[src/rtl/ssd_scan_decoder_if.sv]
// Scan-bus bundle between a seven-segment display driver and its monitor.
//   Anode    : digit enables, active-low, [0]=ones .. [3]=thousands
//   ssd_out  : segments, active-low, {a,b,c,d,e,f,g}, a at bit 6
//   o_digits : captured BCD digits {thousands,hundreds,tens,ones}
//   o_value  : binary value 0..9999 of the last emitted frame
//   o_valid  : one-cycle pulse when o_value/o_err update
//   o_err    : frame contained an undecodable segment pattern
// master drives the scan bus; slave is the decoder.
interface ssd_scan_decoder_if;
  logic [3:0]  Anode;
  logic [6:0]  ssd_out;
  logic [15:0] o_digits;
  logic [13:0] o_value;
  logic        o_valid;
  logic        o_err;

  modport master (
    output Anode, ssd_out,
    input  o_digits, o_value, o_valid, o_err
  );

  modport slave (
    input  Anode, ssd_out,
    output o_digits, o_value, o_valid, o_err
  );
endinterface

[src/rtl/ssd_scan_decoder.sv]
// Receive-side monitor for a multiplexed four-digit seven-segment bus.
// Reconstructs the displayed decimal value from stable anode dwells and
// emits one registered value plus a valid strobe per complete scan.
// Ports:
//   fastclock : sole clock, rising edge
//   rst_n     : asynchronous active-low reset
//   bus       : ssd_scan_decoder_if.slave (Anode/ssd_out in, o_* out)
// Parameter:
//   STABLE_CYCLES : cycles an anode pattern must hold before capture (1..255)
// Build option:
//   SSD_SCAN_CONFIRM_EN : only emit a frame that repeats the previous
//                         clean frame; o_err is then always 0.
module ssd_scan_decoder #(
  parameter int unsigned STABLE_CYCLES = 4
) (
  input logic               fastclock,
  input logic               rst_n,
  ssd_scan_decoder_if.slave bus
);
  localparam int unsigned CNT_W = 8;
  localparam int unsigned DIG_W = 4;
  localparam int unsigned VAL_W = 14;
  localparam logic [CNT_W-1:0] CNT_MAX = CNT_W'(STABLE_CYCLES);

  logic [3:0]       an_q, an_prev_q;
  logic [6:0]       seg_q;
  logic [CNT_W-1:0] cnt_q, cnt_d;
  logic [3:0]       seen_q, bad_q, bad_d;
  logic [15:0]      digits_q, digits_d, snap_q;
  logic             snap_bad_q, emit_q;
  logic [VAL_W-1:0] value_q, value_c;
  logic             valid_q, err_q;
  logic             legal_c, changed_c, capture_c, complete_c;
  logic [DIG_W-1:0] dec_c;
  logic             dec_bad_c;
`ifdef SSD_SCAN_CONFIRM_EN
  logic [15:0]      prev_q;
  logic             prev_bad_q;
`endif

  // Exactly one active-low enable is a legal digit select
  always_comb begin
    legal_c = 1'b0;
    case (an_q)
      4'b1110, 4'b1101, 4'b1011, 4'b0111: legal_c = 1'b1;
      default:                            legal_c = 1'b0;
    endcase
  end

  // Active-low segment decode; blank reads as 0 for leading blanking
  always_comb begin
    dec_c     = 4'hF;
    dec_bad_c = 1'b0;
    case (seg_q)
      7'h01, 7'h7F: dec_c = 4'd0;
      7'h4F:        dec_c = 4'd1;
      7'h12:        dec_c = 4'd2;
      7'h06:        dec_c = 4'd3;
      7'h4C:        dec_c = 4'd4;
      7'h24:        dec_c = 4'd5;
      7'h20:        dec_c = 4'd6;
      7'h0F:        dec_c = 4'd7;
      7'h00:        dec_c = 4'd8;
      7'h04:        dec_c = 4'd9;
      default:      dec_bad_c = 1'b1;
    endcase
  end

  // Dwell counter; capture fires once, on the cycle the count reaches the limit
  always_comb begin
    changed_c = (an_q != an_prev_q);
    cnt_d     = '0;
    if (legal_c) begin
      if (changed_c)            cnt_d = CNT_W'(1);
      else if (cnt_q < CNT_MAX) cnt_d = cnt_q + CNT_W'(1);
      else                      cnt_d = cnt_q;
    end
    capture_c  = legal_c && (cnt_d == CNT_MAX) && (changed_c || (cnt_q != CNT_MAX));
    complete_c = capture_c && ((seen_q | ~an_q) == 4'hF);
  end

  // Slot write for the selected digit; a recapture overwrites digit and bad flag
  always_comb begin
    digits_d = digits_q;
    bad_d    = bad_q;
    for (int i = 0; i < 4; i++) begin
      if (capture_c && !an_q[i]) begin
        digits_d[i*DIG_W +: DIG_W] = dec_c;
        bad_d[i]                   = dec_bad_c;
      end
    end
  end

  // BCD snapshot to binary; max 9999 fits in 14 bits
  always_comb begin
    value_c = VAL_W'(snap_q[15:12]) * VAL_W'(1000)
            + VAL_W'(snap_q[11:8])  * VAL_W'(100)
            + VAL_W'(snap_q[7:4])   * VAL_W'(10)
            + VAL_W'(snap_q[3:0]);
  end

  always_ff @(posedge fastclock or negedge rst_n) begin
    if (!rst_n) begin
      an_q       <= 4'hF;
      an_prev_q  <= 4'hF;
      seg_q      <= 7'h7F;
      cnt_q      <= '0;
      seen_q     <= '0;
      bad_q      <= '0;
      digits_q   <= '0;
      snap_q     <= '0;
      snap_bad_q <= 1'b0;
      emit_q     <= 1'b0;
      value_q    <= '0;
      valid_q    <= 1'b0;
      err_q      <= 1'b0;
`ifdef SSD_SCAN_CONFIRM_EN
      prev_q     <= '0;
      prev_bad_q <= 1'b1;  // no earlier frame to confirm against after reset
`endif
    end else begin
      an_q      <= bus.Anode;
      seg_q     <= bus.ssd_out;
      an_prev_q <= an_q;
      cnt_q     <= cnt_d;
      digits_q  <= digits_d;
      emit_q    <= complete_c;

      if (complete_c) begin
        seen_q     <= '0;
        bad_q      <= '0;
        snap_q     <= digits_d;
        snap_bad_q <= |bad_d;
      end else if (capture_c) begin
        seen_q <= seen_q | ~an_q;
        bad_q  <= bad_d;
      end

      // Emission one edge after the completing capture
      valid_q <= 1'b0;
`ifdef SSD_SCAN_CONFIRM_EN
      if (emit_q) begin
        if (!snap_bad_q && !prev_bad_q && (snap_q == prev_q)) begin
          valid_q <= 1'b1;
          value_q <= value_c;
        end
        prev_q     <= snap_q;
        prev_bad_q <= snap_bad_q;
      end
`else
      if (emit_q) begin
        valid_q <= 1'b1;
        err_q   <= snap_bad_q;
        value_q <= snap_bad_q ? '0 : value_c;
      end
`endif
    end
  end

  assign bus.o_digits = digits_q;
  assign bus.o_value  = value_q;
  assign bus.o_valid  = valid_q;
  assign bus.o_err    = err_q;

endmodule

[src/flat_wrapper.sv]
// flat-port wrapper written by rule: the top's interface ports become plain ports
module ssd_scan_decoder_flat 
#(
  parameter int unsigned STABLE_CYCLES = 4
)
  (fastclock, rst_n, bus_Anode, bus_ssd_out, bus_o_digits, bus_o_value, bus_o_valid, bus_o_err);
  ssd_scan_decoder_if bus_i ();
  input logic fastclock;
  input logic rst_n;
  input wire logic [$bits(bus_i.Anode)-1:0] bus_Anode;
  input wire logic [$bits(bus_i.ssd_out)-1:0] bus_ssd_out;
  output wire logic [$bits(bus_i.o_digits)-1:0] bus_o_digits;
  output wire logic [$bits(bus_i.o_value)-1:0] bus_o_value;
  output wire logic [$bits(bus_i.o_valid)-1:0] bus_o_valid;
  output wire logic [$bits(bus_i.o_err)-1:0] bus_o_err;
  assign bus_i.Anode = bus_Anode;
  assign bus_i.ssd_out = bus_ssd_out;
  assign bus_o_digits = bus_i.o_digits;
  assign bus_o_value = bus_i.o_value;
  assign bus_o_valid = bus_i.o_valid;
  assign bus_o_err = bus_i.o_err;
  ssd_scan_decoder #(.STABLE_CYCLES(STABLE_CYCLES)) u_core (.fastclock(fastclock), .rst_n(rst_n), .bus(bus_i));
endmodule
[config.mk]
export PLATFORM = sky130hd
export DESIGN_NAME = ssd_scan_decoder_flat
export DESIGN_NICKNAME = d
export VERILOG_FILES = /design/src/rtl/ssd_scan_decoder_if.sv /design/src/rtl/ssd_scan_decoder.sv /design/src/flat_wrapper.sv
export SDC_FILE = /design/constraint.sdc
export NUM_CORES = 1
export LEC_CHECK = 0
export ABC_AREA = 1
export CAP_MARGIN = 10
export CORE_ASPECT_RATIO = 0.5
export CORE_MARGIN = 4
export CORE_UTILIZATION = 59
export DETAILED_ROUTE_END_ITERATION = 10
export GPL_ROUTABILITY_DRIVEN = 0
export PLACE_DENSITY_LB_ADDON = 0.3
export SYNTH_ARGS = -nofsm -noshare
export SYNTH_HDL_FRONTEND = slang
export SYNTH_SLANG_ARGS = --single-unit
[constraint.sdc]
create_clock -name fastclock -period 5.65 [get_ports fastclock]
set_input_delay 0.565 -clock fastclock [delete_from_list [all_inputs] [get_ports fastclock]]
set_output_delay 0.565 -clock fastclock [all_outputs]
set_load 0.005 [all_outputs]
==> impl_metrics.env <==
export IMPL_pwr_density_cell_nw_per_um2=206.4
export IMPL_boundaryPins=45
export IMPL_path_clk_slew_ps=60
export IMPL_cts_buffers=9
export IMPL_ys_async_sr_fraction_pct=100.0
export IMPL_synth_top_family_by_area="simple AND/OR/NAND/NOR gates"
export IMPL_design_core_area_um2=8230
export IMPL_num_vias=3983
export IMPL_drive_above_1_share_pct=9.859
export IMPL_synth_top_area_cell="dfrtp_1"
export IMPL_synth_commonest_cells="nand2_1 (163), inv_1 (78), dfrtp_1 (66), ha_1 (53), nor2_1 (39)"
export IMPL_ys_warn_count=0
export IMPL_postSynthAreaPerCell_um2=8.771
export IMPL_synth_edf_count=0
export IMPL_synth_fa_ha_area_share_pct=19.59
export IMPL_crit_fanout=6
export IMPL_ys_seq_elements=81
export IMPL_cp_buffers_inverters=4
export IMPL_ys_flop_type="dfrtp_1"
export IMPL_overflow=0
export IMPL_crit_path_cell_trace="fa_1, inv_1, fa_1, inv_1, ha_1, nand2_1, o21ai_0, xor2_1, inv_1, ha_1, ha_1, ha_1, inv_1, nor3_1, nand3_1, nand4_1, a21oi_1, o21ai_0, nand2_1"
export IMPL_hpwlAfterDp_um=8238
export IMPL_hold_buffers=0
export IMPL_register_area_um2=2046
export IMPL_fill_cells=626
export IMPL_dpl_worst_slack_ps=1211
export IMPL_ys_seq_area_share_pct=39.94
export IMPL_required_ps=5870
export IMPL_crit_arrival_ps=4700
export IMPL_post_cts_repair_setup_buffers=0
export IMPL_relSlewSlack_pct=32.73
export IMPL_track_usage_pct=23.49
export IMPL_slew_viol_final=0
export IMPL_wl_per_cell_um=14.67
export IMPL_synth_area_top_cells="dfrtp_1 (32%), ha_1 (13%), nand2_1 (12%)"
export IMPL_slowest_delay_ps=610
export IMPL_dr_pass1_iters=4
export IMPL_yosysMostFrequentCell="nand2_1"
export IMPL_fin_worst_skew_ps=7.753
export IMPL_drtIter0Drc=236
export IMPL_status="completed"
export IMPL_port_buffers=44
export IMPL_max_freq_mhz=223.4
export IMPL_fin_ws_ps=1173
export IMPL_crit_slowest_cell="fa_1"
export IMPL_muxShareOfSynthArea_pct=0
export IMPL_final_antenna_net_count=0
export IMPL_die_h_um=73.89
export IMPL_grt_pass1_wl_um=19110
export IMPL_critPathCaptureType="flip-flop"
export IMPL_fin_crit_ps=4477
export IMPL_grt_use_met2_pct=41.41
export IMPL_use_met3_pct=6.307
export IMPL_multi_input_area_um2=2700
export IMPL_die_area_um2=10330
export IMPL_cts_resized=0
export IMPL_grt_max_degree=82
export IMPL_synth_compound_area_share_pct=8.696
export IMPL_hold_viol=0
export IMPL_cts_root_buffer_cell="clkbuf_16"
export IMPL_cts_buffer_depth=2
export IMPL_syn_inst=584
export IMPL_path_class="reg -> reg"
export IMPL_crit_family="adder cells"
export IMPL_finalSetupTns_ps=0
export IMPL_cts_sinks=81
export IMPL_setup_viol_count_final=0
export IMPL_syn_area_um2=5122
export IMPL_hp_class="reg -> reg"
export IMPL_irDropWorstVdd_v=0.0001375
export IMPL_die_w_um=139.8
export IMPL_fin_crit_sh_pct=79.24
export IMPL_yosysTopAreaCellShare_pct=32.24
export IMPL_totalWireLength_um=11020
export IMPL_grt_use_met1_pct=29.74
export IMPL_areaGrowthSynthToFinish_pct=16.29
export IMPL_power_mw=1.229
export IMPL_startpoint_type="flip-flop"
export IMPL_drc=0
export IMPL_floorplan_initialDensity_pct=62.24
export IMPL_first_global_vias=4006
export IMPL_synthXorXnorAreaFrac_pct=2.565
export IMPL_fin_nets=717
export IMPL_rrSetupSlack_ps=1170
export IMPL_viasPerCell=5.304
export IMPL_max_cap_violations=0
export IMPL_cts_tree="built"
export IMPL_rows=23
export IMPL_tightest_slew_ps=1009
export IMPL_top_usage_layer="met2"
export IMPL_antenna_cells=0
export IMPL_htreeDepth=3
export IMPL_clk_latency_ps=330
export IMPL_synth_simple_area_share_pct=21.86
export IMPL_yosysUniqueCellTypes=40
export IMPL_antenna_found_initial=0
export IMPL_cellLeakagePower_nw=3.196
export IMPL_syn_nets=667
export IMPL_rsz0062_at_grt="false"
==> stage by stage <==
step	cell area (µm²)	utilization, %	cells	hold WS, ps
final	5957	72.38	751	391.8
after detailed placement	5667	68.85	735	380.7
after global routing	5957	72.38	751	396.9
after global placement	5667	68.85	735	384.1
after floorplan	5122	-	584	269.4
after CTS	5957	72.38	751	392.4
==> metal layers <==
metal  vias to the layer above  wire [µm]
li1                       1973          -
met1                      1939       4995
met2                        65       5567
met3                         6        381
met4                         0         70
met5                         -          0
==> layout make-up <==
type,instances,share of cell area [%]
Multi-Input combinational cell,408,45.33
Timing Repair Buffer,44,7.351
Inverter,90,5.755
Sequential cell,81,34.34
Tap cell,112,2.352
Clock inverter,5,0.9662
Clock buffer,11,3.907
==> path summary, 6_finish.rpt <==
check                                              startpoint                                  to  depth (start not counted)
min in group asynchronous                               rst_n       u_core.snap_q[14]$_DFFE_PN0P_                          1
worst min register to register       u_core.an_q[0]$_DFF_PN1_       u_core.an_prev_q[0]$_DFF_PN1_                          0
worst max-delay path            u_core.snap_q[14]$_DFFE_PN0P_  u_core.bus.o_value[12]$_DFFE_PN0P_                         19
worst min-delay path                 u_core.an_q[0]$_DFF_PN1_       u_core.an_prev_q[0]$_DFF_PN1_                          0
worst max register to register  u_core.snap_q[14]$_DFFE_PN0P_  u_core.bus.o_value[12]$_DFFE_PN0P_                         19
max in group asynchronous                               rst_n   u_core.bus.o_value[4]$_DFFE_PN0P_                          1
==> flip-flops by register name (all words and copies together) (netlist names) <==
register             count
u_core.bus.o_digits     16
u_core.snap_q           16
u_core.bus.o_value      14
u_core.cnt_q             8
u_core.seg_q             7
u_core.an_prev_q         4
u_core.an_q              4
u_core.bad_q             4
u_core.seen_q            4
u_core.bus.o_err         1
u_core.bus.o_valid       1
u_core.emit_q            1
u_core.snap_bad_q        1
==> cells by family (layout without fill, tap and decap cells) <==
group / after synthesis / after routing
adder cells (fa/ha/maj): 70 / 70
AO/OA/AOI/OAI: 70 / 70
AND/OR/NAND/NOR: 253 / 253
buffers and inverters: 95 / 150
flip-flops: 81 / 81
XOR/XNOR: 15 / 15
==> cell usage in the layout, fill, tap and decap left out, types with 2 or more instances in the layout <==
| cell | n |
|---|---|
| xnor2_1 | 7 |
| a22o_1 | 5 |
| dfrtp_1 | 66 |
| fa_1 | 17 |
| clkinv_4 | 2 |
| nand4_1 | 11 |
| o211ai_1 | 2 |
| dfstp_2 | 15 |
| xor2_1 | 8 |
| o21a_1 | 13 |
| nor2_1 | 39 |
| nand2_2 | 5 |
| nand3_1 | 15 |
| o21ai_1 | 5 |
| o22ai_1 | 2 |
| o21bai_1 | 2 |
| inv_1 | 78 |
| nor2_2 | 3 |
| clkinv_2 | 6 |
| o31ai_1 | 2 |
| clkbuf_16 | 9 |
| a21oi_1 | 18 |
| nand3_2 | 5 |
| ha_1 | 53 |
| nor3_1 | 5 |
| inv_2 | 7 |
| nor2_4 | 3 |
| nand2_1 | 163 |
| clkdlybuf4s50_1 | 43 |
| clkbuf_1 | 2 |
| o21ai_0 | 16 |
==> power by group <==
part,switching [mW],internal [mW],leakage [nW]
Sequential,0.00664,0.591,1.08
Combinational,0.0403,0.0184,1.97
Clock,0.230,0.343,0.143
==> worst reg2reg max path, stage by stage, from the launching register on <==
cell	delay, ps
dfrtp_1	460
fa_1	610
inv_1	100
fa_1	520
inv_1	50
ha_1	330
nand2_1	60
o21ai_0	240
xor2_1	180
inv_1	60
ha_1	270
ha_1	300
ha_1	350
inv_1	70
nor3_1	290
nand3_1	130
nand4_1	130
a21oi_1	70
o21ai_0	70
nand2_1	70
Note: power is estimated with default switching activity, not from simulation.
